<file path="config.mk">
export PLATFORM = sky130hd
export DESIGN_NAME = best_match_tracker_flat
export DESIGN_NICKNAME = d
export VERILOG_FILES = /design/src/rtl/me_pkg.sv /design/src/rtl/best_match_tracker_if.sv /design/src/rtl/pe_dist_select.sv /design/src/rtl/best_match_tracker.sv /design/src/flat_wrapper.sv
export SDC_FILE = /design/constraint.sdc
export NUM_CORES = 1
export LEC_CHECK = 0
export CAP_MARGIN = 25
export CORE_AREA = 2 2 121 123
export CTS_CLUSTER_DIAMETER = 60
export DETAILED_ROUTE_END_ITERATION = 8
export DIE_AREA = 0 0 123 125
export PLACE_DENSITY_LB_ADDON = 0.1
export SYNTH_ARGS = -nofsm -noshare
export SYNTH_HDL_FRONTEND = slang
export SYNTH_SLANG_ARGS = --single-unit
</file>
<file path="constraint.sdc">
create_clock -name clock -period 3.2 [get_ports clock]
set_input_delay 0.64 -clock clock [delete_from_list [all_inputs] [get_ports clock]]
set_output_delay 0.64 -clock clock [all_outputs]
set_load 0.05 [all_outputs]
</file>
<file path="src/rtl/me_pkg.sv">
// rtl/me_pkg.sv - shared constants, state type and vector magnitude helper for best_match_tracker
package me_pkg;

    localparam int NUM_PE   = 16;
    localparam int DIST_W   = 16;
    localparam int VEC_W    = 4;
    localparam int NUM_CAND = 256;

    typedef enum logic [1:0] {
        IDLE,
        SEARCH,
        DONE
    } bmt_state_t;

    // |x|+|y| of two's-complement components; one extra bit so -8 and the sum both fit
    function automatic logic [VEC_W:0] vec_mag(input logic [VEC_W-1:0] x,
                                               input logic [VEC_W-1:0] y);
        logic [VEC_W:0] ax;
        logic [VEC_W:0] ay;
        ax = x[VEC_W-1] ? ({1'b0, ~x} + 1'b1) : {1'b0, x};
        ay = y[VEC_W-1] ? ({1'b0, ~y} + 1'b1) : {1'b0, y};
        return ax + ay;
    endfunction

endpackage

</file>
<file path="src/rtl/best_match_tracker_if.sv">
// rtl/best_match_tracker_if.sv - PE result / search control / result bundle for best_match_tracker
interface best_match_tracker_if #(
    parameter int NUM_PE = me_pkg::NUM_PE,
    parameter int DIST_W = me_pkg::DIST_W,
    parameter int VEC_W  = me_pkg::VEC_W
);
    logic                     start;
    logic                     comp_start;
    logic [NUM_PE-1:0]        pe_ready;
    logic [NUM_PE*DIST_W-1:0] pe_dist;
    logic [VEC_W-1:0]         vector_x;
    logic [VEC_W-1:0]         vector_y;
    logic                     done;
    logic [DIST_W-1:0]        best_dist;
    logic [VEC_W-1:0]         motion_x;
    logic [VEC_W-1:0]         motion_y;
    logic                     multi_hot_err;

    modport master (
        output start, comp_start, pe_ready, pe_dist, vector_x, vector_y,
        input  done, best_dist, motion_x, motion_y, multi_hot_err
    );

    modport slave (
        input  start, comp_start, pe_ready, pe_dist, vector_x, vector_y,
        output done, best_dist, motion_x, motion_y, multi_hot_err
    );
endinterface

</file>
<file path="src/rtl/pe_dist_select.sv">
// rtl/pe_dist_select.sv - lowest-index-wins selection of one PE distortion from the ready flags
module pe_dist_select #(
    parameter int NUM_PE = me_pkg::NUM_PE,
    parameter int DIST_W = me_pkg::DIST_W
) (
    input  logic [NUM_PE-1:0]        pe_ready,
    input  logic [NUM_PE*DIST_W-1:0] pe_dist,
    output logic [DIST_W-1:0]        sel_dist,
    output logic                     sel_valid,
    output logic                     multi_hot
);

    // Scan from the top so the lowest set index is the last assignment and wins
    always_comb begin
        sel_dist = '0;
        for (int i = NUM_PE - 1; i >= 0; i--) begin
            if (pe_ready[i]) begin
                sel_dist = pe_dist[i*DIST_W +: DIST_W];
            end
        end
    end

    assign sel_valid = |pe_ready;
    assign multi_hot = |(pe_ready & (pe_ready - NUM_PE'(1)));

endmodule

</file>
<file path="src/rtl/best_match_tracker.sv">
// rtl/best_match_tracker.sv - running-minimum SAD tracker with search FSM; optional BMT_ZERO_BIAS_EN tie-break
module best_match_tracker #(
    parameter int NUM_PE   = me_pkg::NUM_PE,
    parameter int DIST_W   = me_pkg::DIST_W,
    parameter int VEC_W    = me_pkg::VEC_W,
    parameter int NUM_CAND = me_pkg::NUM_CAND
) (
    input  logic                 clock,
    input  logic                 reset_n,
    best_match_tracker_if.slave  bus
);
    import me_pkg::*;

    localparam int                CNT_W    = $clog2(NUM_CAND) + 1;
    localparam logic [CNT_W-1:0]  CNT_LAST = CNT_W'(NUM_CAND - 1);

    bmt_state_t        state_q, state_d;
    logic [CNT_W-1:0]  cnt_q, cnt_d;
    logic [DIST_W-1:0] best_q, best_d;
    logic [VEC_W-1:0]  mx_q, mx_d;
    logic [VEC_W-1:0]  my_q, my_d;
    logic              err_q, err_d;

    logic [DIST_W-1:0] sel_dist;
    logic              sel_valid;
    logic              multi_hot;
    logic              accept;
    logic              better;

    pe_dist_select #(
        .NUM_PE (NUM_PE),
        .DIST_W (DIST_W)
    ) u_sel (
        .pe_ready  (bus.pe_ready),
        .pe_dist   (bus.pe_dist),
        .sel_dist  (sel_dist),
        .sel_valid (sel_valid),
        .multi_hot (multi_hot)
    );

    // An abort (start low) in SEARCH takes priority over a candidate in the same cycle
    assign accept = (state_q == SEARCH) && bus.start && bus.comp_start && sel_valid;

`ifdef BMT_ZERO_BIAS_EN
    assign better = (sel_dist < best_q) ||
                    ((sel_dist == best_q) &&
                     (vec_mag(bus.vector_x, bus.vector_y) < vec_mag(mx_q, my_q)));
`else
    assign better = (sel_dist < best_q);
`endif

    always_comb begin
        state_d = state_q;
        cnt_d   = cnt_q;
        best_d  = best_q;
        mx_d    = mx_q;
        my_d    = my_q;
        err_d   = err_q;
        case (state_q)
            IDLE: begin
                if (bus.start) begin
                    state_d = SEARCH;
                    cnt_d   = '0;
                    best_d  = '1;
                    mx_d    = '0;
                    my_d    = '0;
                    err_d   = 1'b0;
                end
            end
            SEARCH: begin
                if (!bus.start) begin
                    state_d = IDLE;
                end else if (accept) begin
                    cnt_d = cnt_q + 1'b1;
                    if (multi_hot) begin
                        err_d = 1'b1;
                    end
                    if (better) begin
                        best_d = sel_dist;
                        mx_d   = bus.vector_x;
                        my_d   = bus.vector_y;
                    end
                    if (cnt_q == CNT_LAST) begin
                        state_d = DONE;
                    end
                end
            end
            DONE: begin
                if (!bus.start) begin
                    state_d = IDLE;
                end
            end
            default: state_d = IDLE;
        endcase
    end

    always_ff @(posedge clock or negedge reset_n) begin
        if (!reset_n) begin
            state_q <= IDLE;
            cnt_q   <= '0;
            best_q  <= '1;
            mx_q    <= '0;
            my_q    <= '0;
            err_q   <= 1'b0;
        end else begin
            state_q <= state_d;
            cnt_q   <= cnt_d;
            best_q  <= best_d;
            mx_q    <= mx_d;
            my_q    <= my_d;
            err_q   <= err_d;
        end
    end

    assign bus.done          = (state_q == DONE);
    assign bus.best_dist     = best_q;
    assign bus.motion_x      = mx_q;
    assign bus.motion_y      = my_q;
    assign bus.multi_hot_err = err_q;

endmodule
</file>
<file path="src/flat_wrapper.sv">
// flat-port wrapper written by rule: the top's interface ports become plain ports
module best_match_tracker_flat import me_pkg::*;
#(
    parameter int NUM_PE   = me_pkg::NUM_PE,
    parameter int DIST_W   = me_pkg::DIST_W,
    parameter int VEC_W    = me_pkg::VEC_W,
    parameter int NUM_CAND = me_pkg::NUM_CAND
)
  (clock, reset_n, bus_start, bus_comp_start, bus_pe_ready, bus_pe_dist, bus_vector_x, bus_vector_y, bus_done, bus_best_dist, bus_motion_x, bus_motion_y, bus_multi_hot_err);
  best_match_tracker_if #(.NUM_PE(NUM_PE), .DIST_W(DIST_W), .VEC_W(VEC_W)) bus_i ();
  input  logic clock;
  input  logic reset_n;
  input wire logic [$bits(bus_i.start)-1:0] bus_start;
  input wire logic [$bits(bus_i.comp_start)-1:0] bus_comp_start;
  input wire logic [$bits(bus_i.pe_ready)-1:0] bus_pe_ready;
  input wire logic [$bits(bus_i.pe_dist)-1:0] bus_pe_dist;
  input wire logic [$bits(bus_i.vector_x)-1:0] bus_vector_x;
  input wire logic [$bits(bus_i.vector_y)-1:0] bus_vector_y;
  output wire logic [$bits(bus_i.done)-1:0] bus_done;
  output wire logic [$bits(bus_i.best_dist)-1:0] bus_best_dist;
  output wire logic [$bits(bus_i.motion_x)-1:0] bus_motion_x;
  output wire logic [$bits(bus_i.motion_y)-1:0] bus_motion_y;
  output wire logic [$bits(bus_i.multi_hot_err)-1:0] bus_multi_hot_err;
  assign bus_i.start = bus_start;
  assign bus_i.comp_start = bus_comp_start;
  assign bus_i.pe_ready = bus_pe_ready;
  assign bus_i.pe_dist = bus_pe_dist;
  assign bus_i.vector_x = bus_vector_x;
  assign bus_i.vector_y = bus_vector_y;
  assign bus_done = bus_i.done;
  assign bus_best_dist = bus_i.best_dist;
  assign bus_motion_x = bus_i.motion_x;
  assign bus_motion_y = bus_i.motion_y;
  assign bus_multi_hot_err = bus_i.multi_hot_err;
  best_match_tracker #(.NUM_PE(NUM_PE), .DIST_W(DIST_W), .VEC_W(VEC_W), .NUM_CAND(NUM_CAND)) u_core (.clock(clock), .reset_n(reset_n), .bus(bus_i));
endmodule
</file>
# --- Word-level counts from Yosys, hierarchy flattened ---
# Cells that the tools add are included.
totals:
  ff_bits: 36
  input_bits: 284
  output_inout_bits: 26
  wordCells: 77
op_classes:
  n_addsub: 2
  magnitude_cmp: 1
  eq_ne: 11
  muxes: 45
  bitwise_logic: 1
  reduce_logical: 11
op_table:
  columns: ["cell", "count"]
  rows:
  - ["2-to-1 mux 16 bit", 20]
  - ["case mux 16 bit (2 select lines)", 1]
  - ["OR reduction 16 bit", 2]
  - ["2-to-1 mux 4 bit", 7]
  - ["2-to-1 mux 9 bit", 3]
  - ["case mux 9 bit (2 select lines)", 1]
  - ["bitwise AND 16 bit", 1]
  - ["< comparator 16 bit", 1]
  - ["case mux 4 bit (2 select lines)", 2]
  - ["subtractor 16 x 1 -> 16 bit (second input constant)", 1]
  - ["2-to-1 mux 2 bit", 5]
  - ["AND reduction 5 bit", 2]
  - ["adder 9 x 1 -> 9 bit (second input constant)", 1]
  - ["== test 9 x 8 -> 1 bit (second input constant)", 1]
  - ["AND reduction 4 bit", 2]
  - ["!= test 2 x 1 -> 1 bit (second input constant)", 3]
  - ["!= test 2 bit (second input constant)", 3]
  - ["case mux 2 bit (3 select lines)", 1]
  - ["2-to-1 mux 1 bit", 4]
  - ["logical AND 1 bit", 3]
  - ["!= test 3 x 2 -> 1 bit (second input constant)", 1]
  - ["!= test 3 bit (second input constant)", 1]
  - ["== test 2 x 1 -> 1 bit (second input constant)", 1]
  - ["== test 2 bit (second input constant)", 1]
  - ["3 further kinds", 3]

# --- Logic depth before layout (Yosys ltp) ---
# Gate-level depths: netlist of run 1.
depth:
  ltp_word: 21
  ltp_mapped: 15
  depth_no_buf: 11

# --- Modules after synthesis ---
# A second synthesis of run 1 with hierarchy kept.
unflattened:
  hier_cells: 586
  hier_area_um2: 4355.4
by_module_without_submodules:
  columns: ["module", "n_inst", "cells_per_inst", "area_per_inst_um2", "seq_area_each_um2"]
  rows:
  - ["best_match_tracker", 1, 251, 2329.7, 920.9]
  - ["pe_dist_select", 1, 335, 2025.7, 0.0]

# --- Worst setup path after synthesis of run 1 ---
# OpenSTA, ideal clock, no wires.
synth_timing:
  kind: "input to register"
  from: "input bus_pe_ready[12]"
  to: "register u_core.mx_q[1], in the netlist u_core.bus.motion_x[1]"
  setup_ps: 124
  arrival_time_ps: 3580
  required_time_ps: 3076
  slack_ps: -504
  stages: 14
  n_path_buf: 4
  cell_sequence: "buf_2 > or2_1 > clkbuf_1 > clkbuf_1 > a221o_1 > a2111oi_0 > o32ai_1 > ha_1 > nand3_1 > nor3_1 > nor4b_1 > a211oi_4 > buf_6 > mux2i_1"
synth_between:
  elab_chain_cells: 16
  elab_cells_between_ends: 19
  classes_between: "order compare: 1; eq/ne: 2; mux: 13; reduce/logical: 3"
synth_rtl:
  columns: ["item", "line_no", "text"]
  rows:
  - ["from (decl)", "flat_wrapper.sv:15", "input wire logic [$bits(bus_i.pe_ready)-1:0] bus_pe_ready;"]
  - ["2-to-1 mux 16 bit (13 in series)", "pe_dist_select.sv:17", "if (pe_ready[i]) begin"]
  - ["< comparator 16 bit", "best_match_tracker.sv:49", "assign better = (sel_dist < best_q);"]
  - ["!= test 2 x 1 -> 1 bit (no line)", null, null]
  - ["AND reduction 5 bit (no line) (*)", null, null]
  - ["to (signal assigned)", "best_match_tracker.sv:109", "mx_q <= mx_d;"]
  - ["to (decl)", "best_match_tracker.sv:20", "logic [VEC_W-1:0] mx_q, mx_d;"]
# Every way passes the cells marked *; elsewhere a longest branch is shown, timed or not.
# A chain may end at the register's enable or synchronous reset.

# --- Final worst setup path of run 1 ---
layout_timing:
  from: "input bus_pe_ready[6]"
  to: "register u_core.my_q[2], in the netlist u_core.bus.motion_y[2]"
layout_between:
  elab_chain_cells: 10
  elab_cells_between_ends: 13
  classes_between: "order compare: 1; eq/ne: 2; mux: 7; reduce/logical: 3"
layout_rtl:
  columns: ["item", "line_no", "text"]
  rows:
  - ["2-to-1 mux 16 bit (7 in series)", "pe_dist_select.sv:17", null]
  - ["< comparator 16 bit", "best_match_tracker.sv:49", null]
  - ["!= test 2 x 1 -> 1 bit (no line)", null, null]
  - ["AND reduction 5 bit (no line) (*)", null, null]
  - ["to (signal assigned)", "best_match_tracker.sv:110", "my_q <= my_d;"]
  - ["to (decl)", "best_match_tracker.sv:21", "logic [VEC_W-1:0] my_q, my_d;"]
# Marked as above.

==> reports/qor.yml, run 1 <==
pwr:
  irDropWorstVdd_mv: 0.390
  p_per_area_nw_per_um2: 253
  leakage_nw: 4.01
timing:
  hold_viol: 0
  setup_violations: 24
  maxSlewHeadroom_pct: 46.3
  tightest_slew_ps: 806
  drv_slew: 0
  fin_crit_sh_pct: 115
  skew_ps: 5.47
  setup-tns-final_ps: -10500
  setup_slack_ps: -474
  clock.fmax_mhz: 272
  min_period_ps: 3670
  rsz0062_at_grt: "yes"
flow_run:
  drv_cap: 0
placed_design:
  placed_cells: 1232
  place_hpwl_um: 20000
  numPortBuffers: 309
  place_congestion: 0.934
logic_synthesis:
  syn_area_per_cell_um2: 7.17
  yosys.area.top_type_share_pct: 10.2
  synth_cell_types: 57
  synth_edf_count: 0
  synth_largest_area_cell: "dfrtp_1"
  netlist_top_cells_area: "dfrtp_1 10%, dfstp_2 8.5%, nor2b_1 8.4%"
  ys_seq_elements: 36
  synth.yosys.seq_area_share_pct: 18.7
  async_reset_ff_share_pct: 100
  syn_area_um2: 4930
  netlist_instances: 687
  synth_fp_nets: 988
  ys.warnings.count: 0
  synth_ff_type: "dfrtp_1"
setup_path:
  reg2reg_slack_ps: 710
  r2r-start: "u_core.bus.best_dist[1]$_DFFE_PN1P_"
  crit_type: "in2reg"
  critPathArrivalTime_ps: 3880
  cp_data_required_time_ps: 3400
  reg2regPathDepth: 10
  crit_path_end_kind: "flip-flop"
  critical_path_peak_fanout: 8
  r2r-end: "u_core.bus.motion_y[2]$_DFFE_PN0P_"
  worstSetupStartpointType: "input pin"
grt:
  antenna_found_initial: 3
  grt_pass1_wl_um: 39100
  grt_max_degree: 37
  gr-usage-all-layers_pct: 32.6
  grt_pass1_vias: 6990
  grt-ovfl-total: 0
layout:
  drive_gt1_share_pct: 22.6
  nNetsFinal: 1389
  stdcell_count: 1276
  areaGrowthSynthToFinish_pct: 104
clock_tree:
  cts_tree: "built"
  cts_max_path_buffers: 2
  cts.clk_slew.worst_paths_ps: 60
  cts_root_buffer: "clkbuf_16"
  numCtsBuffers: 5
  clk_latency_ps: 280
  cts.sinks: 36
  cts_max_level: 2
detailed_routing:
  routed_wl_um: 26200
  drc: 0
  wire_per_inst_um: 20.5
  firstDrtPassIters: 6
  drt_iter0_markers: 660
  vias: 7043
  routed_via_density: 5.52
  ant_nets: 0
floorplanning:
  dieArea_um2: 15400
  rows: 44
  die-width_um: 123
  coreArea_um2: 14200
  ios: 310
  start_util_pct: 34.7
  fp.dieH_um: 125
run_status:
  violations: "setup timing"
  status: "finished with violations"
min_path:
  hold_class: "in2async"
==> cells by family (layout without fill, tap and decap cells) <==
| family | Yosys count | in the layout | synth area share (%) |
|---|---|---|---|
| AOI/OAI and AO/OA | 155 | 155 | 25.1 |
| xor gates and xnor gates | 5 | 5 | 0.889 |
| adders and majority gates | 19 | 19 | 4.72 |
| buffers and inverters | 87 | 489 | 7.23 |
| DFF | 36 | 36 | 18.7 |
| muxes | 24 | 24 | 4.90 |
| other | 0 | 3 | 0 |
| and+or+nand+nor | 361 | 361 | 38.5 |
==> through the flow <==
step	power (W)	hold WS [ps]	setup WS, ps	util, %	instance area [um2]
detailed placement	0.00188	511	-1260	63.2	8970
global route	0.00267	531	-589	70.8	10100
global placement	0.00188	484	-1210	63.2	8970
CTS	0.00253	473	-306	70.3	9980
finish	0.00254	452	-474	70.8	10100
floorplan	0.00118	344	-424	-	4970
==> worst max-delay path: stages <==
cell,delay (ps)
dlygate4sd2_1,290
nor2_4,200
nand2_2,90
buf_8,150
buf_12,130
buf_4,140
a2111oi_4,400
o32ai_2,150
ha_1,350
a21oi_2,140
a21boi_1,70
o31a_1,330
a211oi_4,280
buf_6,180
buf_12,140
mux2i_1,200
==> cell usage in the layout, fill, tap and decap left out, drive strengths merged, types with 17 or more instances in the layout <==
master and instances:
nor2b 66, nand2 107, inv 26, nor3 39, dfrtp 20, buf 148, mux2i 23, a21oi 34
nand2b 32, nor3b 45, ha 17, clkdlybuf4s50 295, nor2 43
==> cell usage after synthesis (all sizes together) (4+ instances only) <==
master / count
buf: 17
nor2: 43
nor2b: 66
o311ai: 15
clkbuf: 44
a221oi: 14
a2111oi: 14
a221o: 16
o21ai: 8
nor3b: 45
a21oi: 34
nand3: 12
o32ai: 14
inv: 26
dfstp: 16
dfrtp: 20
ha: 17
nand4: 4
a211oi: 7
nor3: 39
nand2b: 32
o2111ai: 15
nand2: 107
mux2i: 23
==> flip-flops by register name, indices dropped and copies added, names as in the netlist <==
signal	cells
u_core.bus.multi_hot_err	1
u_core.state_q	2
u_core.bus.motion_y	4
u_core.bus.best_dist	16
u_core.bus.motion_x	4
u_core.cnt_q	9
==> timing repair <==
action / in CTS / in global routing
endpoints found under the setup margin: 24 / 24
hold buffers: 0 / 0
buffers inserted: 21 / 8
cloned: 7 / 0
resized for setup: 141 / 11
pin swaps: 43 / 16
==> routing by layer <==
layer / up-vias / global-route usage (%) / wire (um)
met5: - / 0 / 0
met4: 0 / 13.8 / 1210
met3: 76 / 5.16 / 2150
met2: 358 / 56.2 / 12700
met1: 3278 / 40.0 / 10100
li1: 3331 / - / -
==> worst max-delay path by stage <==
| stage | from | endpoint | slack, ps | depth (start not counted) |
|---|---|---|---|---|
| 2_1_floorplan | bus_pe_ready[12] | u_core.bus.best_dist[0]$_DFFE_PN1P_ | -420 | 14 |
| 5_1_grt | bus_pe_ready[9] | u_core.bus.motion_x[3]$_DFFE_PN0P_ | -590 | 18 |
| 4_1_cts | bus_pe_ready[12] | u_core.bus.motion_x[3]$_DFFE_PN0P_ | -310 | 15 |
| 3_5_place_dp | bus_pe_ready[13] | u_core.bus.best_dist[11]$_DFFE_PN1P_ | -1260 | 14 |
| 3_3_place_gp | bus_pe_ready[13] | u_core.bus.best_dist[12]$_DFFE_PN1P_ | -1210 | 14 |
| 6_report | bus_pe_ready[6] | u_core.bus.motion_y[2]$_DFFE_PN0P_ | -470 | 16 |
==> power by group <==
part	internal, W	switching (W)
clock network	0.000286	0.000187
logic	0.000792	0.000697
registers	0.000531	0.0000512
==> cell type report <==
type / count / area (um2)
Antenna cell: 3 / 7.51
Clock buffer: 5 / 125
Clock inverter: 3 / 18.8
Fill cell: 1107 / 4150
Inverter: 26 / 97.6
Multi-Input combinational cell: 564 / 4180
Sequential cell: 36 / 921
Tap cell: 184 / 230
Timing Repair Buffer: 455 / 4480
Power figures use the tool's default switching activity.
==> inputs of run 2 (changes only) <==
- RECOVER_POWER: default -> 100
==> run 2 against run 1 <==
Effect of this change:
- the flow finishes with violations (capacitance limit, slew limit, setup timing)
- global-route usage did not move
- non-clock buffer count unchanged
- clock power about the same
- die area is the same
- sequential share of layout area is essentially flat
- utilization down 0.070 points
- first-iteration DRC count decreased by 8.6%
- clock skew shrank 0.55 ps
- combinational power is essentially flat
- setup slack worse by 8.5 ps
- clock-buffer cell count did not move
==> reports/qor.yml, run 2 (synthesized netlist as in run 1, its figures left out) <==
floorplanning:
  die-width_um: 123  # unchanged
  coreArea_um2: 14200  # unchanged
  ios: 310  # unchanged
  start_util_pct: 34.7  # unchanged
  dieArea_um2: 15400  # unchanged
  rows: 44  # unchanged
  fp.dieH_um: 125  # unchanged
clock_tree:
  cts.sinks: 36  # unchanged
  cts_tree: "built"
  cts_max_level: 2  # unchanged
  numCtsBuffers: 5  # unchanged
  postCtsHoldBufs: 0  # unchanged
  cts.clk_slew.worst_paths_ps: 60  # about the same
  cts_root_buffer: "clkbuf_16"
  cts_max_path_buffers: 2  # unchanged
  clk_latency_ps: 280  # about the same
pwr:
  switching_share_pct: 36.9  # +0.18 points
  pwr-share-comb_pct: 58.3  # -0.2 points
  p_per_area_nw_per_um2: 251  # -0.71%
  irDropWorstVdd_mv: 0.390  # -0.13%
  seqPwrFrac_pct: 23.0  # about the same
  finalPower_w: 0.00252  # -0.81%
  switchingPower_w: 0.000932  # -0.32%
  internal_power_w: 0.00159  # -1.1%
  leakage_nw: 3.99  # -0.33%
  clockPowerShare_pct: 18.8  # +0.2 points
placed_design:
  place_congestion: 0.934  # unchanged
  place_hpwl_um: 20000  # unchanged
  post-place-ws_ps: -1260  # unchanged
  numPortBuffers: 309  # unchanged
timing:
  hold_viol: 0  # unchanged
  setup_slack_ps: -483  # -8.48 ps
  rsz0062_at_grt: "yes"
  skew_ps: 4.92  # -0.548 ps
  drv_slew: 37  # +37
  min_period_ps: 3680  # +8.48 ps
  hold_slack_ps: 528  # +75.8 ps
  clock.fmax_mhz: 272  # -0.23%
  tightest_slew_ps: 1920  # +1110 ps
  setup_violations: 30  # +25%
  maxSlewHeadroom_pct: -27.9  # -74 points
  fin_crit_sh_pct: 115  # +0.26 points
setup_path:
  critPathArrivalTime_ps: 3890  # about the same
  startpoint: "bus_pe_ready[6]"
  reg2reg_slack_ps: 710  # about the same
  worstSetupStartpointType: "input pin"
  reg2regPathDepth: 10  # unchanged
  critPathCapture: "u_core.bus.best_dist[5]$_DFFE_PN1P_"
  critical_path_peak_fanout: 8  # unchanged
  r2r-end: "u_core.bus.best_dist[5]$_DFFE_PN1P_"
  crit_type: "in2reg"
  r2r-start: "u_core.bus.best_dist[1]$_DFFE_PN1P_"
  cp_data_required_time_ps: 3400  # about the same
  crit_path_end_kind: "flip-flop"
grt:
  grt_max_degree: 37  # unchanged
  gr-usage-all-layers_pct: 32.6  # unchanged
  grt_pass1_wl_um: 39100  # unchanged
  grt-ovfl-total: 0  # unchanged
  grt_pass1_vias: 6990  # unchanged
  antenna_found_initial: 3  # unchanged
detailed_routing:
  drc: 0  # unchanged
  vias: 7059  # +0.23%
  routed_via_density: 5.53  # +0.23%
  routed_wl_um: 26200  # -0.14%
  drt_iter0_markers: 603  # -8.6%
  ant_nets: 0  # unchanged
  firstDrtPassIters: 8  # +2
  wire_per_inst_um: 20.5  # -0.14%
layout:
  fin_util_pct: 70.7  # about the same
  largest_register_ffs: 16  # unchanged
  layout_commonest_cell: "clkdlybuf4s50_1"
  drive_gt1_share_pct: 22.4  # -0.18 points
  nNetsFinal: 1389  # unchanged
  areaGrowthSynthToFinish_pct: 104  # about the same
  layout_common_cells: "269 x clkdlybuf4s50_1, 113 x buf_4, 100 x nand2_1"
run_status:
  status: "finished with violations"
  violations: "capacitance limit, slew limit, setup timing"
flow_run:
  drv_cap: 1  # +1
min_path:
  hold_class: "reg2reg"
run 2: cell count changes in the layout (fill, tap and decap cells not counted):
cell,change
nor4_1,+1
buf_2,-1
buf_4,-1
clkbuf_1,+1
nor4_2,-1
clkbuf_2,+1
clkdlybuf4s50_1,-26
dlygate4sd3_1,+26
run 2: power groups by stage:
stage / logic [W] / registers [W] / clock network, W
6_report: 0.00147 / 0.000580 / 0.000474
3_5_place_dp: 0.00130 / 0.000587 / 0
2_1_floorplan: 0.000444 / 0.000738 / 0
5_1_grt: 0.00156 / 0.000586 / 0.000498
3_3_place_gp: 0.00129 / 0.000586 / 0
4_1_cts: 0.00146 / 0.000582 / 0.000484
run 2: area by class of cell:
type / count / area [um2]
clock buffer: 5 / 125
fill: 1111 / 4160
antenna: 3 / 7.51
sequential: 36 / 921
timing repair buffer: 455 / 4470
inverter: 26 / 97.6
multi-input combinational: 564 / 4170
tap: 184 / 230
clock inverter: 3 / 18.8
run 2: metrics by stage:
stage / cells / cell area (um2) / setup TNS, ps
finish: 1276 / 10000 / -11080
global route: 1275 / 10000 / -15050
CTS: 1265 / 9980 / -6430
detailed placement: 1232 / 8970 / -29460
global placement: 1232 / 8970 / -28690
floorplan: 687 / 4970 / -9610
run 2: how the worst min path moves through the flow:
stage	cells past startpoint	startpoint	to	slack, ps
3_3_place_gp	2	u_core.cnt_q[1]$_DFFE_PN0P_	u_core.cnt_q[1]$_DFFE_PN0P_	480
3_5_place_dp	2	u_core.cnt_q[1]$_DFFE_PN0P_	u_core.cnt_q[1]$_DFFE_PN0P_	510
5_1_grt	2	u_core.bus.motion_y[1]$_DFFE_PN0P_	u_core.bus.motion_y[1]$_DFFE_PN0P_	540
2_1_floorplan	0	reset_n	u_core.bus.motion_x[0]$_DFFE_PN0P_	340
6_report	2	u_core.bus.motion_x[2]$_DFFE_PN0P_	u_core.bus.motion_x[2]$_DFFE_PN0P_	530
4_1_cts	1	reset_n	u_core.bus.motion_y[2]$_DFFE_PN0P_	470
run 2: critical path: stages:
cell	delay (ps)
dlygate4sd2_1	290
nor2_4	200
nand2_2	90
buf_8	150
buf_12	130
buf_4	140
a2111oi_4	400
o32ai_2	150
ha_1	350
a21oi_2	140
a21boi_1	70
o31a_1	330
a211oi_4	280
buf_6	180
buf_12	140
mux2i_1	210
run 2: timing repair:
action                                  4_1_cts  5_1_grt
setup buffers                                21        8
endpoints found under the setup margin       24       24
cloned                                        7        0
pin swaps                                    43       16
resized for setup                           141       11
run 2: routing by layer:
| metal | track usage (%) | vias to the layer above | routed length [um] |
|---|---|---|---|
| met3 | 5.16 | 80 | 2150 |
| met2 | 56.2 | 373 | 12700 |
| met5 | 0 | - | 0 |
| met4 | 13.8 | 0 | 1210 |
| li1 | - | 3331 | - |
| met1 | 40.0 | 3275 | 10100 |
